File: src/rtl/reg_file_pkg.sv
// Shared types and default constants for the multi-port register file
// and its clear sequencer.
package reg_file_pkg;

    localparam int              DEF_DATA_WIDTH = 8;
    localparam int              DEF_ADDR_BITS  = 5;
    localparam logic [63:0]     DEF_CLEAR_VAL  = 64'd0;

    typedef enum logic {
        IDLE  = 1'b0,
        CLEAR = 1'b1
    } clr_state_t;

endpackage

File: src/rtl/reg_file_clr_seq.sv
// Clear sequencer: walks clr_ptr over every entry once per sweep and
// drives the storage write port while a sweep is running.
module reg_file_clr_seq
    import reg_file_pkg::*;
#(
    parameter int ADDR_BITS = DEF_ADDR_BITS
) (
    input  logic                 clk,
    input  logic                 rst,
    input  logic                 clr_req,
    output logic                 busy,
    output logic                 clr_we,
    output logic [ADDR_BITS-1:0] clr_addr
);

    clr_state_t           state_q, state_d;
    logic [ADDR_BITS-1:0] ptr_q, ptr_d;

    // Next state: start on request, advance pointer, leave after last entry
    always_comb begin
        state_d = state_q;
        ptr_d   = ptr_q;
        unique case (state_q)
            IDLE: begin
                if (clr_req) begin
                    state_d = CLEAR;
                    ptr_d   = '0;
                end
            end
            CLEAR: begin
                ptr_d = ptr_q + ADDR_BITS'(1);
                if (ptr_q == '1) begin
                    state_d = IDLE;
                end
            end
        endcase
    end

    // State and pointer registers; reset always restarts a full sweep
    always_ff @(posedge clk) begin
        if (rst) begin
            state_q <= CLEAR;
            ptr_q   <= '0;
        end else begin
            state_q <= state_d;
            ptr_q   <= ptr_d;
        end
    end

    assign busy     = (state_q == CLEAR);
    assign clr_we   = busy & ~rst;
    assign clr_addr = ptr_q;

endmodule

File: src/rtl/reg_file_mp.sv
// Two-read / one-write register file with registered, write-first reads
// and a self-timed clear sweep after reset or on request.
module reg_file_mp
    import reg_file_pkg::*;
#(
    parameter int                    DATA_WIDTH = DEF_DATA_WIDTH,
    parameter int                    ADDR_BITS  = DEF_ADDR_BITS,
    parameter logic [DATA_WIDTH-1:0] CLEAR_VAL  = DATA_WIDTH'(DEF_CLEAR_VAL)
) (
    input  logic                  clk,
    input  logic                  rst,
    input  logic                  wen,
    input  logic [ADDR_BITS-1:0]  waddr,
    input  logic [DATA_WIDTH-1:0] data_in,
    input  logic [ADDR_BITS-1:0]  raddr_a,
    output logic [DATA_WIDTH-1:0] data_out_a,
    input  logic [ADDR_BITS-1:0]  raddr_b,
    output logic [DATA_WIDTH-1:0] data_out_b,
    input  logic                  clr_req,
    output logic                  busy
);

    localparam int DEPTH = 2 ** ADDR_BITS;

    logic [DATA_WIDTH-1:0] mem_q [DEPTH];
    logic [DATA_WIDTH-1:0] douta_q, douta_d;
    logic [DATA_WIDTH-1:0] doutb_q, doutb_d;

    logic                  clr_we;
    logic [ADDR_BITS-1:0]  clr_addr;
    logic                  usr_we;
    logic                  mem_we;
    logic [ADDR_BITS-1:0]  mem_waddr;
    logic [DATA_WIDTH-1:0] mem_wdata;

    reg_file_clr_seq #(
        .ADDR_BITS (ADDR_BITS)
    ) u_clr_seq (
        .clk      (clk),
        .rst      (rst),
        .clr_req  (clr_req),
        .busy     (busy),
        .clr_we   (clr_we),
        .clr_addr (clr_addr)
    );

    // User writes are dropped during a sweep and while reset is held
    assign usr_we = wen & ~busy & ~rst;

    // Write port mux: sequencer owns the port whenever it is sweeping
    always_comb begin
        mem_we    = usr_we;
        mem_waddr = waddr;
        mem_wdata = data_in;
        if (clr_we) begin
            mem_we    = 1'b1;
            mem_waddr = clr_addr;
            mem_wdata = CLEAR_VAL;
        end
    end

    // Storage array, no reset: contents are defined by the clear sweep
    always_ff @(posedge clk) begin
        if (mem_we) begin
            mem_q[mem_waddr] <= mem_wdata;
        end
    end

    // Read data select: sweep value, write-first bypass, or array
    always_comb begin
        douta_d = mem_q[raddr_a];
        doutb_d = mem_q[raddr_b];
        if (busy) begin
            douta_d = CLEAR_VAL;
            doutb_d = CLEAR_VAL;
        end else if (usr_we) begin
            if (raddr_a == waddr) douta_d = data_in;
            if (raddr_b == waddr) doutb_d = data_in;
        end
    end

    // Registered read ports
    always_ff @(posedge clk) begin
        if (rst) begin
            douta_q <= '0;
            doutb_q <= '0;
        end else begin
            douta_q <= douta_d;
            doutb_q <= doutb_d;
        end
    end

    assign data_out_a = douta_q;
    assign data_out_b = doutb_q;

endmodule

File: config.mk
export PLATFORM = sky130hd
export DESIGN_NAME = reg_file_mp
export DESIGN_NICKNAME = d
export VERILOG_FILES = /design/src/rtl/reg_file_pkg.sv /design/src/rtl/reg_file_clr_seq.sv /design/src/rtl/reg_file_mp.sv
export SDC_FILE = /design/constraint.sdc
export NUM_CORES = 1
export LEC_CHECK = 0
export CAP_MARGIN = 40
export CELL_PAD_IN_SITES_DETAIL_PLACEMENT = 1
export CELL_PAD_IN_SITES_GLOBAL_PLACEMENT = 2
export CORE_MARGIN = 4
export CORE_UTILIZATION = 48
export CTS_CLUSTER_DIAMETER = 50
export DETAILED_ROUTE_END_ITERATION = 10
export PLACE_DENSITY = 0.84
export SYNTH_ARGS = -nofsm -noshare
export SYNTH_HDL_FRONTEND = slang
export SYNTH_HIERARCHICAL = 1
export SYNTH_SLANG_ARGS = --single-unit
File: constraint.sdc
create_clock -name clk -period 3.27 [get_ports clk]
set_input_delay 0.4905 -clock clk [delete_from_list [all_inputs] [get_ports clk]]
set_output_delay 0.4905 -clock clk [all_outputs]
set_load 0.01 [all_outputs]
After elaboration in Yosys (flattened, before gate mapping)
Memories as Yosys holds them, arrays and structs flattened.
Index checks and enable logic that the tools add are counted.
{ "word_totals": {"reg_bits": 22, "mem_bits_rw": 256, "in_bits": 27, "output_inout_bits": 17, "wordCells": 30, "memories": 1} }
{ "mem_list": {"columns": ["name", "words", "width", "read_ports", "rd_clocked_by_memory_dff", "write_ports", "line", "rtl"], "rows": [
  ["mem_q", 32, 8, 2, 0, 1, "reg_file_mp.sv:25", "logic [DATA_WIDTH-1:0] mem_q [DEPTH];"]
]} }
{ "classes": {"n_addsub": 1, "n_eq_ne": 4, "n_mux": 14, "bitwise": 5, "n_reduce_logical": 1} }
{ "ops": {"columns": ["op", "n"], "rows": [
  ["$mux W8", 5],
  ["$eq A5 B5 Y1", 2],
  ["$mux W5", 2],
  ["$pmux W5 S2", 1],
  ["$add A5 B1 Y5 const B", 1],
  ["$eq A5 B5 Y1 const B", 1],
  ["$mux W1", 5],
  ["$and A1 B1 Y1", 3],
  ["$ne A2 B2 Y1 const B", 1],
  ["$not A1 Y1", 2],
  ["$pmux W1 S2", 1],
  ["$reduce_or A2 Y1", 1]
]} }

Depth between registers and ports, before layout
{ "depth": {"ltp_word": 6, "depth_mapped": 7, "mapped_depth_nobuf": 5} }

Cells and area by module
The synthesis kept the hierarchy.
{ "by_module_without_submodules": {"columns": ["module", "instances", "cells_each", "area_each_um2", "seq_area_each_um2"], "rows": [
  ["reg_file_mp", 1, 664, 12748.5, 8007.7],
  ["reg_file_clr_seq", 1, 31, 277.8, 120.1]
]} }

Worst setup path after synthesis
No wires, ideal clock.
{ "synth_timing": {"path_type": "register -> register", "from": "register u_clr_seq.state_q (netlist: u_clr_seq/busy)", "to": "memory mem_q[10][0] in the netlist's numbering (enable)", "setup_ns": 0.370, "t_arrival_ns": 2.004, "required_time_ns": 2.900, "setup_slack_ns": 0.896, "path_stages_with_launch": 7, "n_path_buf": 2, "period_less_slack_ns": 2.374, "cell_sequence": "dfxtp_1 buf_2 nor2b_1 clkbuf_1 mux2i_1 nand2_1 nor2_1"} }
{ "synth_via": {"elab_cells_between_ends": 8, "classes_between": "4 x mux; 4 x bitwise"} }
{ "synth_lines": {"columns": ["element", "line", "rtl"], "rows": [
  ["start, declared", "reg_file_clr_seq.sv:16", "clr_state_t state_q, state_d;"],
  ["start signal, assigned", "reg_file_clr_seq.sv:45", "state_q <= state_d;"],
  ["$and A1 B1 Y1 *", "reg_file_clr_seq.sv:51", "assign clr_we = busy & ~rst;"],
  ["net clr_we", "reg_file_mp.sv:29", "logic clr_we;"],
  ["$mux W1", "reg_file_mp.sv:55", "if (clr_we) begin"],
  ["$mux W1", "reg_file_mp.sv:64", "if (mem_we) begin"],
  ["$mux W1 (implied by the code)", "reg_file_mp.sv:65", "mem_q[mem_waddr] <= mem_wdata;"],
  ["end, declared", "reg_file_mp.sv:25", null]
]} }
The timed path passes the listed nets; every way through them passes the cells marked *.

Worst setup path after layout
{ "layout_timing": {"from": "input port rst", "to": "memory mem_q[0][0] in the netlist's numbering (enable)"} }
{ "layout_via": {"elab_chain_len": 5, "elab_cells_between_ends": 7, "classes_between": "4 x mux; 3 x bitwise"} }
{ "layout_lines": {"columns": ["element", "line", "rtl"], "rows": [
  ["start, declared", "reg_file_mp.sv:11", "input logic rst,"],
  ["$not A1 Y1 *", "reg_file_clr_seq.sv:51", null],
  ["$and A1 B1 Y1 *", "reg_file_clr_seq.sv:51", null],
  ["net clr_we", "reg_file_mp.sv:29", null],
  ["$mux W1", "reg_file_mp.sv:55", null],
  ["$mux W1", "reg_file_mp.sv:64", null],
  ["$mux W1 (implied by the code)", "reg_file_mp.sv:65", null]
]} }
Marked as above.

==> flow_summary_export.csv <==
group,metric,value,unit
cells_and_area,multiInputGateArea,0.00464,mm^2
clock_tree,clk_latency,560,ps
floorplan,core-area,0.0268,mm^2
setup_path,startpoint,"rst",
power_and_ir_drop,ir_drop,284,uV
floorplan,dieArea,0.0298,mm^2
synthesis,ys_seq_area_frac,0.624,
timing,min_period,2380,ps
grt,grt-ovfl-total,0,
cells_and_area,diodes,0,
synthesis,synth.largest_area_cell,"edfxtp_1",
setup_path,worst-setup-path-type,"in2reg",
cells_and_area,fillers,2376,
setup_path,slowest_delay,440,ps
floorplan,fp.dieH,173,um
timing,finalCritPeriodShare,0.727,
setup_path,rrSetupSlack,940,ps
setup_path,crit_end,"mem_q[0][0]",
setup_path,slowest_stage,"clkdlybuf4s50_1",
clock_tree,htree_num_levels,1,
floorplan,die_w,173,um
grt,grt_util_all_layers,0.245,
synthesis,synth.top_cell.area_share,0.590,
clock_tree,cts_buffers,31,
floorplan,start_util,0.486,
power_and_ir_drop,p_per_area,527,mW/mm^2
clock_tree,clk_pin_slew,70,ps
timing,max_clock_freq,0.421,GHz
detailed_routing,vias,7728,
synthesis,yosysWarnings,6,
grt,grt_pass1_wl,54300,um
setup_path,required,3530,ps
clock_tree,cts_resized,0,
timing,worst_pin_slew,921,ps
cells_and_area,final_nets,825,
grt,antenna_found_initial,0,
detailed_routing,initialDrtViolationCount,1103,
timing,slew-limit-headroom,0.381,
setup_path,critPathCaptureType,"register",
synthesis,syn_area_per_cell,18.7,um^2
setup_path,reg2reg_depth,7,
synthesis,synth_common_cells,"256 x edfxtp_1, 135 x mux4_2, 66 x nor2_1",
synthesis,synthTopCellsByArea,"edfxtp_1 59%, mux4_2 23%, dfxtp_1 3.4%, a22o_1 2.2%, o211ai_1 2.0%",
detailed_routing,postRouteAntennaNets,0,
floorplan,io_pins,44,
clock_tree,tritoncts,"yes",
grt,first_global_vias,8198,
cells_and_area,drive_gt1_frac,0.325,
detailed_routing,wire_per_inst,31.7,um
clock_tree,cts_hold_buf,0,
synthesis,synth-seq-cells,278,
timing,finalSetupTns,0,ps
synthesis,syn_area,0.0130,mm^2
synthesis,synthArstFlopShare,0,
floorplan,rows,60,
setup_path,worstPathArrival,2640,ps
place,gp_congestion,0.902,
place,dpl.hpwl,25700,um
detailed_routing,wl,36800,um
clock_tree,clock-sinks,278,
clock_tree,post_cts_buffers,0,
synthesis,postSynthCellCount,695,
power_and_ir_drop,leakage,4.95,nW
place,portBuffers,43,
synthesis,syn_nets,724,
grt,grt_max_degree,66,
clock_tree,cts_max_path_buffers,3,
cells_and_area,syn_to_final_growth,17.2,%
timing,hold_violations,0,
synthesis,synth_ff_type,"edfxtp_1",
synthesis,synth.most_common_cell,"edfxtp_1",
detailed_routing,drc,0,
synthesis,synth_edf_count,256,
detailed_routing,drtPass1Iterations,5,
timing,drv_slew,0,
cells_and_area,ff_latch_area,0.00813,mm^2
setup_path,r2r-end,"mem_q[0][0]",
hold_path,hold_path.class,"reg2reg",
clock_tree,cts-root-buf,"clkbuf_16",
synthesis,synth_cell_types,41,
run_status,status,"finished, final reports clean",
place,dpl_cell_area,0.0143,mm^2
timing,setup-violations-final,0,
timing,finalClockSkew,27.5,ps
setup_path,r2r-start,"u_clr_seq/busy",
setup_path,cp_common_cell,"buf_4",
setup_path,start_kind,"input pin",
setup_path,path_max_fanout,12,
detailed_routing,via_per_inst,6.66,
flow_run,drv_cap,0,
power_and_ir_drop,total_power,8.04,mW
place,dp_cells,1104,
setup_path,path_cells,"clkdlybuf4s50_1 -> nor2b_2 -> buf_4 -> mux2i_1 -> buf_4 -> nand2_1 -> nor2_1 -> buf_4",
cells_and_area,finalNonFillerCells,1160,
cells_and_area,final_cell_area,0.0153,mm^2
timing,rsz0062_at_grt,"no",
==> kinds of logic after synthesis <==
family / after synthesis / synth area share
flip-flops: 278 / 0.624
multiplexers: 147 / 0.254
AND/OR/NAND/NOR: 122 / 0.0436
AO/OA/AOI/OAI: 80 / 0.0481
buffers and inverters: 56 / 0.0218
XOR/XNOR: 10 / 0.00672
adder cells (fa/ha/maj): 2 / 0.00192
==> report_power, final <==
| group | switching [mW] | internal, mW |
|---|---|---|
| combinational | 0.392 | 0.306 |
| sequential | 0.0178 | 3.91 |
| clock | 1.42 | 2.00 |
| total | 1.82 | 6.22 |
==> layout make-up <==
cell class | count | area share
tap | 341 | 0.0279
clock inverter | 18 | 0.0134
sequential | 278 | 0.532
timing repair buffer | 113 | 0.0674
multi-input combinational | 361 | 0.304
clock buffer | 38 | 0.0525
inverter | 11 | 0.00270
==> cells in the final DEF (no fill, tap or decap), types with 4 or more instances in the layout <==
master	n
a21oi_1	5
a22o_1	32
buf_12	7
buf_4	65
clkbuf_1	7
clkbuf_16	31
clkdlybuf4s50_1	39
clkinv_1	5
dfxtp_1	22
edfxtp_1	256
inv_1	11
mux4_1	8
mux4_2	135
nand2_1	13
nand3_1	4
nor2_1	58
nor2_2	8
nor2b_1	6
o211ai_1	34
or3_1	16
xnor2_1	10
==> flip-flops by register name, indices dropped and copies added, names as in the netlist <==
name and cells:
u_clr_seq/busy 1, data_out_a 8, data_out_b 8, u_clr_seq/clr_addr 5, mem_q 256
==> per-stage QoR <==
stage	util	hold slack, ps	setup WS, ps
detailed placement	0.532	610	376
CTS	0.570	633	935
global route	0.570	672	768
floorplan	-	480	896
global placement	0.532	593	463
finish	0.570	638	894
==> layer usage <==
layer	wire, um	GRT usage	part of all wire	up-vias
met4	1090	0.0718	0.030	0
met2	17400	0.389	0.47	425
met5	0	0	0	-
met3	3420	0.0562	0.093	70
li1	-	-	-	3171
met1	14900	0.346	0.41	4062
==> worst min-delay path by stage <==
stage                           from                     to  slack (ps)  depth (start not counted)
6_report       u_clr_seq/clr_addr[3]  u_clr_seq/clr_addr[3]         640                          2
5_1_grt        u_clr_seq/clr_addr[2]  u_clr_seq/clr_addr[2]         670                          2
4_1_cts        u_clr_seq/clr_addr[2]  u_clr_seq/clr_addr[2]         630                          2
3_5_place_dp   u_clr_seq/clr_addr[3]  u_clr_seq/clr_addr[3]         610                          2
3_3_place_gp   u_clr_seq/clr_addr[2]  u_clr_seq/clr_addr[2]         590                          2
2_1_floorplan  u_clr_seq/clr_addr[2]  u_clr_seq/clr_addr[2]         480                          2
==> worst max-delay path, delay by kind of cell <==
family / cells / cell delay [ps]
simple gates: 3 / 770
buf+inv: 4 / 1130
mux: 1 / 230
Power figures use the tool's default switching activity.
